$ cat src/rtl/mon_pkg.sv
// Shared event-type codes and constants for the bus-monitor transmit path.
// The drop counter is only built when MON_TX_DROP_CNT_EN is defined.
package mon_pkg;

  localparam logic [1:0]  MON_T_CMDW   = 2'b00;
  localparam logic [1:0]  MON_T_DATW   = 2'b01;
  localparam logic [1:0]  MON_T_DATR   = 2'b10;
  localparam logic [1:0]  MON_T_MARK   = 2'b11;
  localparam logic [15:0] MON_DROP_SAT = 16'hFFFF;

  localparam int MON_EVT_W = 18;

endpackage

$ cat src/rtl/mon_tx_fifo_if.sv
// Capture-side and transmitter-side signals of mon_tx_fifo.
// Optional drop-marker feature of the block is selected by MON_TX_DROP_CNT_EN.
interface mon_tx_fifo_if #(
  parameter int ADDR_W = 4
);

  // Handshakes: cap_vld has no back-pressure, a word is taken or dropped in
  // its cycle. A transfer happens in every cycle where uart_req & uart_ack;
  // uart_req/uart_dat depend on state only and hold until that cycle.
  logic              cap_vld;
  logic [17:0]       cap_dat;
  logic              uart_req;
  logic              uart_ack;
  logic [17:0]       uart_dat;
  logic [ADDR_W:0]   fifo_cnt;
  logic              fifo_full;
  logic              ovf;
  logic              ovf_clr;

  modport master (
    output cap_vld, cap_dat, uart_ack, ovf_clr,
    input  uart_req, uart_dat, fifo_cnt, fifo_full, ovf
  );

  modport slave (
    input  cap_vld, cap_dat, uart_ack, ovf_clr,
    output uart_req, uart_dat, fifo_cnt, fifo_full, ovf
  );

endinterface

$ cat src/rtl/mon_fifo_ram.sv
// Storage array for mon_tx_fifo: one synchronous write port, one
// combinational read port. Contents are intentionally not reset.
module mon_fifo_ram #(
  parameter int ADDR_W = 4,
  parameter int DATA_W = 18
) (
  input  logic              clk,
  input  logic              we,
  input  logic [ADDR_W-1:0] waddr,
  input  logic [DATA_W-1:0] wdat,
  input  logic [ADDR_W-1:0] raddr,
  output logic [DATA_W-1:0] rdat
);

  logic [DATA_W-1:0] mem_q [2**ADDR_W];

  always_ff @(posedge clk) begin
    if (we) mem_q[waddr] <= wdat;
  end

  assign rdat = mem_q[raddr];

endmodule

$ cat src/rtl/mon_tx_fifo.sv
// Capture FIFO feeding the monitor UART transmitter, with sticky overflow.
// Define MON_TX_DROP_CNT_EN to count dropped words and report them in-band.
module mon_tx_fifo
  import mon_pkg::*;
#(
  parameter int ADDR_W = 4
) (
  input  logic          clk,
  input  logic          rst_x,
  mon_tx_fifo_if.slave  bus
);

  localparam int DEPTH = 2**ADDR_W;
  localparam logic [ADDR_W:0] FULL_CNT = (ADDR_W+1)'(DEPTH);

  logic [ADDR_W-1:0]    wr_ptr_q, wr_ptr_d;
  logic [ADDR_W-1:0]    rd_ptr_q, rd_ptr_d;
  logic [ADDR_W:0]      cnt_q, cnt_d;
  logic                 ovf_q, ovf_d;

  logic                 req;
  logic                 full;
  logic                 pop;
  logic                 push;
  logic                 drop;
  logic                 slot_free;
  logic [MON_EVT_W-1:0] wr_dat;
  logic [MON_EVT_W-1:0] rd_dat;

`ifdef MON_TX_DROP_CNT_EN
  logic [15:0]          drop_cnt_q, drop_cnt_d;
  logic                 mark;
`endif

  assign req  = (cnt_q != '0);
  assign full = (cnt_q == FULL_CNT);
  assign pop  = req & bus.uart_ack;

  always_comb begin
    slot_free = ~full | pop;
    push      = bus.cap_vld & slot_free;
    drop      = bus.cap_vld & ~slot_free;
    wr_dat    = bus.cap_dat;
`ifdef MON_TX_DROP_CNT_EN
    mark       = (drop_cnt_q != 16'd0) & slot_free;
    drop_cnt_d = drop_cnt_q;
    if (mark) begin
      // Marker takes the free slot; a capture in this cycle is lost and
      // starts the next count.
      push       = 1'b1;
      drop       = bus.cap_vld;
      wr_dat     = {MON_T_MARK, drop_cnt_q};
      drop_cnt_d = {15'd0, bus.cap_vld};
    end else if (drop && (drop_cnt_q != MON_DROP_SAT)) begin
      drop_cnt_d = drop_cnt_q + 16'd1;
    end
`endif

    wr_ptr_d = push ? (wr_ptr_q + ADDR_W'(1)) : wr_ptr_q;
    rd_ptr_d = pop  ? (rd_ptr_q + ADDR_W'(1)) : rd_ptr_q;

    case ({push, pop})
      2'b10:   cnt_d = cnt_q + (ADDR_W+1)'(1);
      2'b01:   cnt_d = cnt_q - (ADDR_W+1)'(1);
      default: cnt_d = cnt_q;
    endcase

    // Set has priority over clear.
    ovf_d = drop | (ovf_q & ~bus.ovf_clr);
  end

  always_ff @(posedge clk or negedge rst_x) begin
    if (!rst_x) begin
      wr_ptr_q <= '0;
      rd_ptr_q <= '0;
      cnt_q    <= '0;
      ovf_q    <= 1'b0;
    end else begin
      wr_ptr_q <= wr_ptr_d;
      rd_ptr_q <= rd_ptr_d;
      cnt_q    <= cnt_d;
      ovf_q    <= ovf_d;
    end
  end

`ifdef MON_TX_DROP_CNT_EN
  always_ff @(posedge clk or negedge rst_x) begin
    if (!rst_x) drop_cnt_q <= 16'd0;
    else        drop_cnt_q <= drop_cnt_d;
  end
`endif

  mon_fifo_ram #(
    .ADDR_W (ADDR_W),
    .DATA_W (MON_EVT_W)
  ) u_ram (
    .clk   (clk),
    .we    (push),
    .waddr (wr_ptr_q),
    .wdat  (wr_dat),
    .raddr (rd_ptr_q),
    .rdat  (rd_dat)
  );

  assign bus.uart_req  = req;
  assign bus.uart_dat  = req ? rd_dat : '0;
  assign bus.fifo_cnt  = cnt_q;
  assign bus.fifo_full = full;
  assign bus.ovf       = ovf_q;

endmodule

$ cat src/flat_wrapper.sv
// flat-port wrapper written by rule: the top's interface ports become plain ports
module mon_tx_fifo_flat import mon_pkg::*;
#(
  parameter int ADDR_W = 4
)
  (clk, rst_x, bus_cap_vld, bus_cap_dat, bus_uart_ack, bus_ovf_clr, bus_uart_req, bus_uart_dat, bus_fifo_cnt, bus_fifo_full, bus_ovf);
  mon_tx_fifo_if #(.ADDR_W(ADDR_W)) bus_i ();
  input  logic clk;
  input  logic rst_x;
  input wire logic [$bits(bus_i.cap_vld)-1:0] bus_cap_vld;
  input wire logic [$bits(bus_i.cap_dat)-1:0] bus_cap_dat;
  input wire logic [$bits(bus_i.uart_ack)-1:0] bus_uart_ack;
  input wire logic [$bits(bus_i.ovf_clr)-1:0] bus_ovf_clr;
  output wire logic [$bits(bus_i.uart_req)-1:0] bus_uart_req;
  output wire logic [$bits(bus_i.uart_dat)-1:0] bus_uart_dat;
  output wire logic [$bits(bus_i.fifo_cnt)-1:0] bus_fifo_cnt;
  output wire logic [$bits(bus_i.fifo_full)-1:0] bus_fifo_full;
  output wire logic [$bits(bus_i.ovf)-1:0] bus_ovf;
  assign bus_i.cap_vld = bus_cap_vld;
  assign bus_i.cap_dat = bus_cap_dat;
  assign bus_i.uart_ack = bus_uart_ack;
  assign bus_i.ovf_clr = bus_ovf_clr;
  assign bus_uart_req = bus_i.uart_req;
  assign bus_uart_dat = bus_i.uart_dat;
  assign bus_fifo_cnt = bus_i.fifo_cnt;
  assign bus_fifo_full = bus_i.fifo_full;
  assign bus_ovf = bus_i.ovf;
  mon_tx_fifo #(.ADDR_W(ADDR_W)) u_core (.clk(clk), .rst_x(rst_x), .bus(bus_i));
endmodule
$ cat config.mk
export PLATFORM = sky130hd
export DESIGN_NAME = mon_tx_fifo_flat
export DESIGN_NICKNAME = d
export VERILOG_FILES = /design/src/rtl/mon_pkg.sv /design/src/rtl/mon_tx_fifo_if.sv /design/src/rtl/mon_fifo_ram.sv /design/src/rtl/mon_tx_fifo.sv /design/src/flat_wrapper.sv
export SDC_FILE = /design/constraint.sdc
export NUM_CORES = 1
export LEC_CHECK = 0
export BUFFER_PORTS_ARGS = -buffer_cell sky130_fd_sc_hd__buf_2
export CAP_MARGIN = 20
export CORE_MARGIN = 3
export CORE_UTILIZATION = 32
export DETAILED_ROUTE_END_ITERATION = 16
export PLACE_DENSITY = 0.46
export SLEW_MARGIN = 20
export SYNTH_ARGS = -nofsm -noshare
export SYNTH_HDL_FRONTEND = slang
export SYNTH_SLANG_ARGS = --single-unit
$ cat constraint.sdc
create_clock -name clk -period 2.46 [get_ports clk]
set_input_delay 0.492 -clock clk [delete_from_list [all_inputs] [get_ports clk]]
set_output_delay 0.492 -clock clk [all_outputs]
set_load 0.05 [all_outputs]
==> load_flow_metrics.sql <==
INSERT INTO impl_metrics (metric_group, metric, value, unit) VALUES
('clock_network', 'clock-root-buffer', 'clkbuf_16', ''),
('route', 'post_drt_via_cell_ratio', '4.938', ''),
('finish', 'area_of_all_placed_cells_without_fillers', '15510', 'sq um'),
('die', 'start_util', '0.3256', ''),
('synth', 'synth_sequential_area_ratio', '0.7532', ''),
('worst_setup_path', 'crit_required', '1970', 'ps'),
('die', 'height_of_the_chip', '199.2', 'microns'),
('worst_setup_path', 'endpoint', 'bus_uart_dat[16]', ''),
('route', 'drt_first_pass_iters', '6', ''),
('route', 'drt-initial-drc-count', '444', ''),
('synth', 'synth_cell_types', '37', ''),
('sta', 'hold_viol_final', '0', ''),
('power', 'p_sw_frac', '0.3494', ''),
('worst_setup_path', 'endpoint_kind', 'output pin', ''),
('clock_network', 'cts.sink_count', '302', ''),
('worst_setup_path', 'worst_setup_path_start_kind', 'register', ''),
('power', 'netSwitchingPower', '0.007224', 'W'),
('worst_setup_path', 'path_class', 'register to output pin', ''),
('die', 'core_region_area', '36700', 'sq um'),
('clock_network', 'clk_pin_slew_worst_paths', '60', 'ps'),
('global_routing', 'grt_busiest_layer', 'met2', ''),
('global_routing', 'use_met3', '0.02613', ''),
('sta', 'maxSlewHeadroom', '0.3807', ''),
('synth', 'ys.warnings.count', '0', ''),
('run', 'cap_violations', '0', ''),
('place', 'hpwlAfterDp', '15890', 'microns'),
('sta', 'post-route-worst-setup-slack', '-414.6', 'ps'),
('run_status', 'failed_checks', 'setup timing', ''),
('clock_network', 'cts.path.max_buffers', '3', ''),
('finish', 'num-nets-final', '747', ''),
('sta', 'setup_viol', '20', ''),
('power', 'internal_power', '0.01345', 'W'),
('finish', 'final_core_utilization', '0.4227', ''),
('sta', 'finalWorstPathRequiredPeriod', '2875', 'ps'),
('global_routing', 'grt_util_met1', '0.1994', ''),
('global_routing', 'grt_pass1_wl', '41340', 'microns'),
('sta', 'achievable-frequency', '347.9', 'MHz'),
('run_status', 'result_of_the_run', 'complete, but fails checks', ''),
('route', 'drt_drc_violations_left', '0', ''),
('route', 'wirelength', '28810', 'microns'),
('route', 'avgRoutedWirePerCell', '23.83', 'microns'),
('worst_setup_path', 'crit_path_max_fanout', '10', ''),
('die', 'num_ports', '49', ''),
('die', 'floorplan.die_area', '39690', 'sq um'),
('finish', 'syn2layout_area_growth', '29.84', '%'),
('sta', 'max_slew_violation_count', '0', ''),
('route', 'detailroute.via_count', '5970', ''),
('worst_setup_path', 'ff2ff_path_depth', '10', ''),
('place', 'io_buffer_count', '48', ''),
('power', 'vdd_drop_max', '574.7', 'uV'),
('global_routing', 'grt.overflow.total', '0', ''),
('clock_network', 'cts_buffers', '35', ''),
('min_path', 'worst_hold_path.num_cells', '3', ''),
('synth', 'synthArstFlopShare', '0.04636', ''),
('synth', 'synth.ff_latch_count', '302', ''),
('synth', 'syn_area', '11950', 'sq um'),
('synth', 'synth_edf_count', '288', ''),
('route', 'antenna_violating_nets_post_route', '0', ''),
('global_routing', 'antenna_found_initial', '2', ''),
('clock_network', 'htreeDepth', '2', ''),
('clock_network', 'clock_insertion_delay_worst_skew', '510', 'ps'),
('global_routing', 'grtUsageTotal', '0.1427', ''),
('sta', 'worst-slew-pin-transition', '926.8', 'ps'),
('power', 'power.sequential.fraction', '0.316', ''),
('power', 'leakagePower', '5.337', 'nW'),
('synth', 'avgSynthCellArea', '20.89', 'sq um'),
('place', 'gpl.final_weighted_congestion', '0.7313', ''),
('global_routing', 'grt_pass1_vias', '6377', ''),
('synth', 'synthesis.nets', '604', ''),
('worst_setup_path', 'r2r_start', 'u_core.bus.fifo_cnt[3]', ''),
('finish', 'layout-drive-gt1-share', '0.4521', '');
flip-flops by register name (all words and copies together) (netlist names):
| signal | cells |
|---|---|
| u_core.rd_ptr_q | 4 |
| u_core.bus.fifo_cnt | 5 |
| u_core.wr_ptr_q | 4 |
| u_core.u_ram.mem_q | 288 |
| u_core.bus.ovf | 1 |
cell usage in the layout, fill, tap and decap left out, types with 13 or more instances in the layout:
master,n
clkbuf_16,40
nand2_4,13
buf_12,27
mux2_4,17
inv_1,42
o221ai_4,17
mux4_2,72
buf_4,39
edfxtp_1,288
buf_2,29
buf_6,28
worst max-delay path, stage by stage (launching register included):
cell and delay, ps:
dfrtp_4 520, buf_4 160, buf_12 140, mux4_2 410
mux2_2 280, nand2_2 90, o221ai_4 110, buf_6 180
cell families (layout without fill, tap and decap cells):
| logic type | Yosys count | after routing | share of synthesized area |
|---|---|---|---|
| fa+ha+maj | 9 | 9 | 0.01005 |
| mux | 96 | 96 | 0.1581 |
| flops | 302 | 302 | 0.7532 |
| compound gates | 30 | 30 | 0.02251 |
| xor+xnor | 9 | 9 | 0.006598 |
| buf+inv | 66 | 235 | 0.02356 |
| simple gates | 60 | 60 | 0.02597 |
cells in the mapped netlist (3+ instances only):
cell type    n  share of area
mux2_2      22          0.021
and2_1       8         0.0042
ha_1         8         0.0084
inv_1       42          0.013
mux4_2      72           0.14
a21oi_1      3         0.0013
xor2_1       3         0.0022
buf_2       12         0.0050
edfxtp_1   288           0.72
nand2_1     21         0.0066
clkbuf_1     6         0.0019
o221ai_1    18          0.013
dfrtp_1     14          0.029
xnor2_1      6         0.0044
and3_1       4         0.0021
nor2_1       9         0.0028
nand3_1      8         0.0034
buf_4        5         0.0031
repair_timing:
| item | CTS | global route |
|---|---|---|
| cloned | 1 | 4 |
| gates resized for setup | 63 | 47 |
| endpoints found under the setup margin | 20 | 21 |
| hold buffers | 1 | 0 |
| buffers inserted | 21 | 17 |
| pin swaps | 3 | 17 |
| endpoints found under the hold margin | 14 | 0 |
worst min path at each step:
stage	to	start	slack, ps
final	u_core.bus.ovf	bus_ovf_clr	280
after global routing	u_core.bus.ovf	bus_ovf_clr	300
after CTS	u_core.bus.ovf	bus_ovf_clr	270
after detailed placement	u_core.bus.ovf	rst_x	430
after global placement	u_core.bus.ovf	rst_x	420
after floorplan	u_core.bus.fifo_cnt[0]	rst_x	200
area by class of cell:
type	count	area, sq um
multi-input combinational	204	3246
timing repair buffer	130	1434
inverter	42	157.7
tap	468	585.6
sequential	302	9014
fill	3190	21190
clock buffer	40	915.9
clock inverter	23	160.2
per-layer routing:
layer	up-vias	share of wire	wire (microns)
met5	-	0.00090	26
met4	4	0.019	545
met3	46	0.035	1013
met2	111	0.49	14150
met1	3179	0.45	13070
li1	2630	-	-
power by group through the flow:
| stage | clock [W] | combinational [W] | sequential (W) |
|---|---|---|---|
| 2_1_floorplan | 0 | 0.00522 | 0.00666 |
| 3_3_place_gp | 0 | 0.00766 | 0.00659 |
| 3_5_place_dp | 0 | 0.00771 | 0.00663 |
| 4_1_cts | 0.00491 | 0.00870 | 0.00652 |
| 5_1_grt | 0.00511 | 0.00996 | 0.00657 |
| 6_report | 0.00477 | 0.00938 | 0.00652 |
metrics by stage:
step | setup WS, ps | cells | hold slack (ps) | TNS, ps | total power [W]
detailed placement | -26.48 | 1104 | 428.0 | -26.48 | 0.01435
floorplan | -336.7 | 572 | 196.4 | -5310 | 0.01188
global placement | -27.69 | 1104 | 424.3 | -27.69 | 0.01425
global route | -485.2 | 1209 | 298.0 | -8354 | 0.02164
CTS | -460.9 | 1189 | 265.2 | -7636 | 0.02012
finish | -414.6 | 1209 | 276.5 | -6821 | 0.02068
No activity file was read; power rests on OpenSTA's default activity.
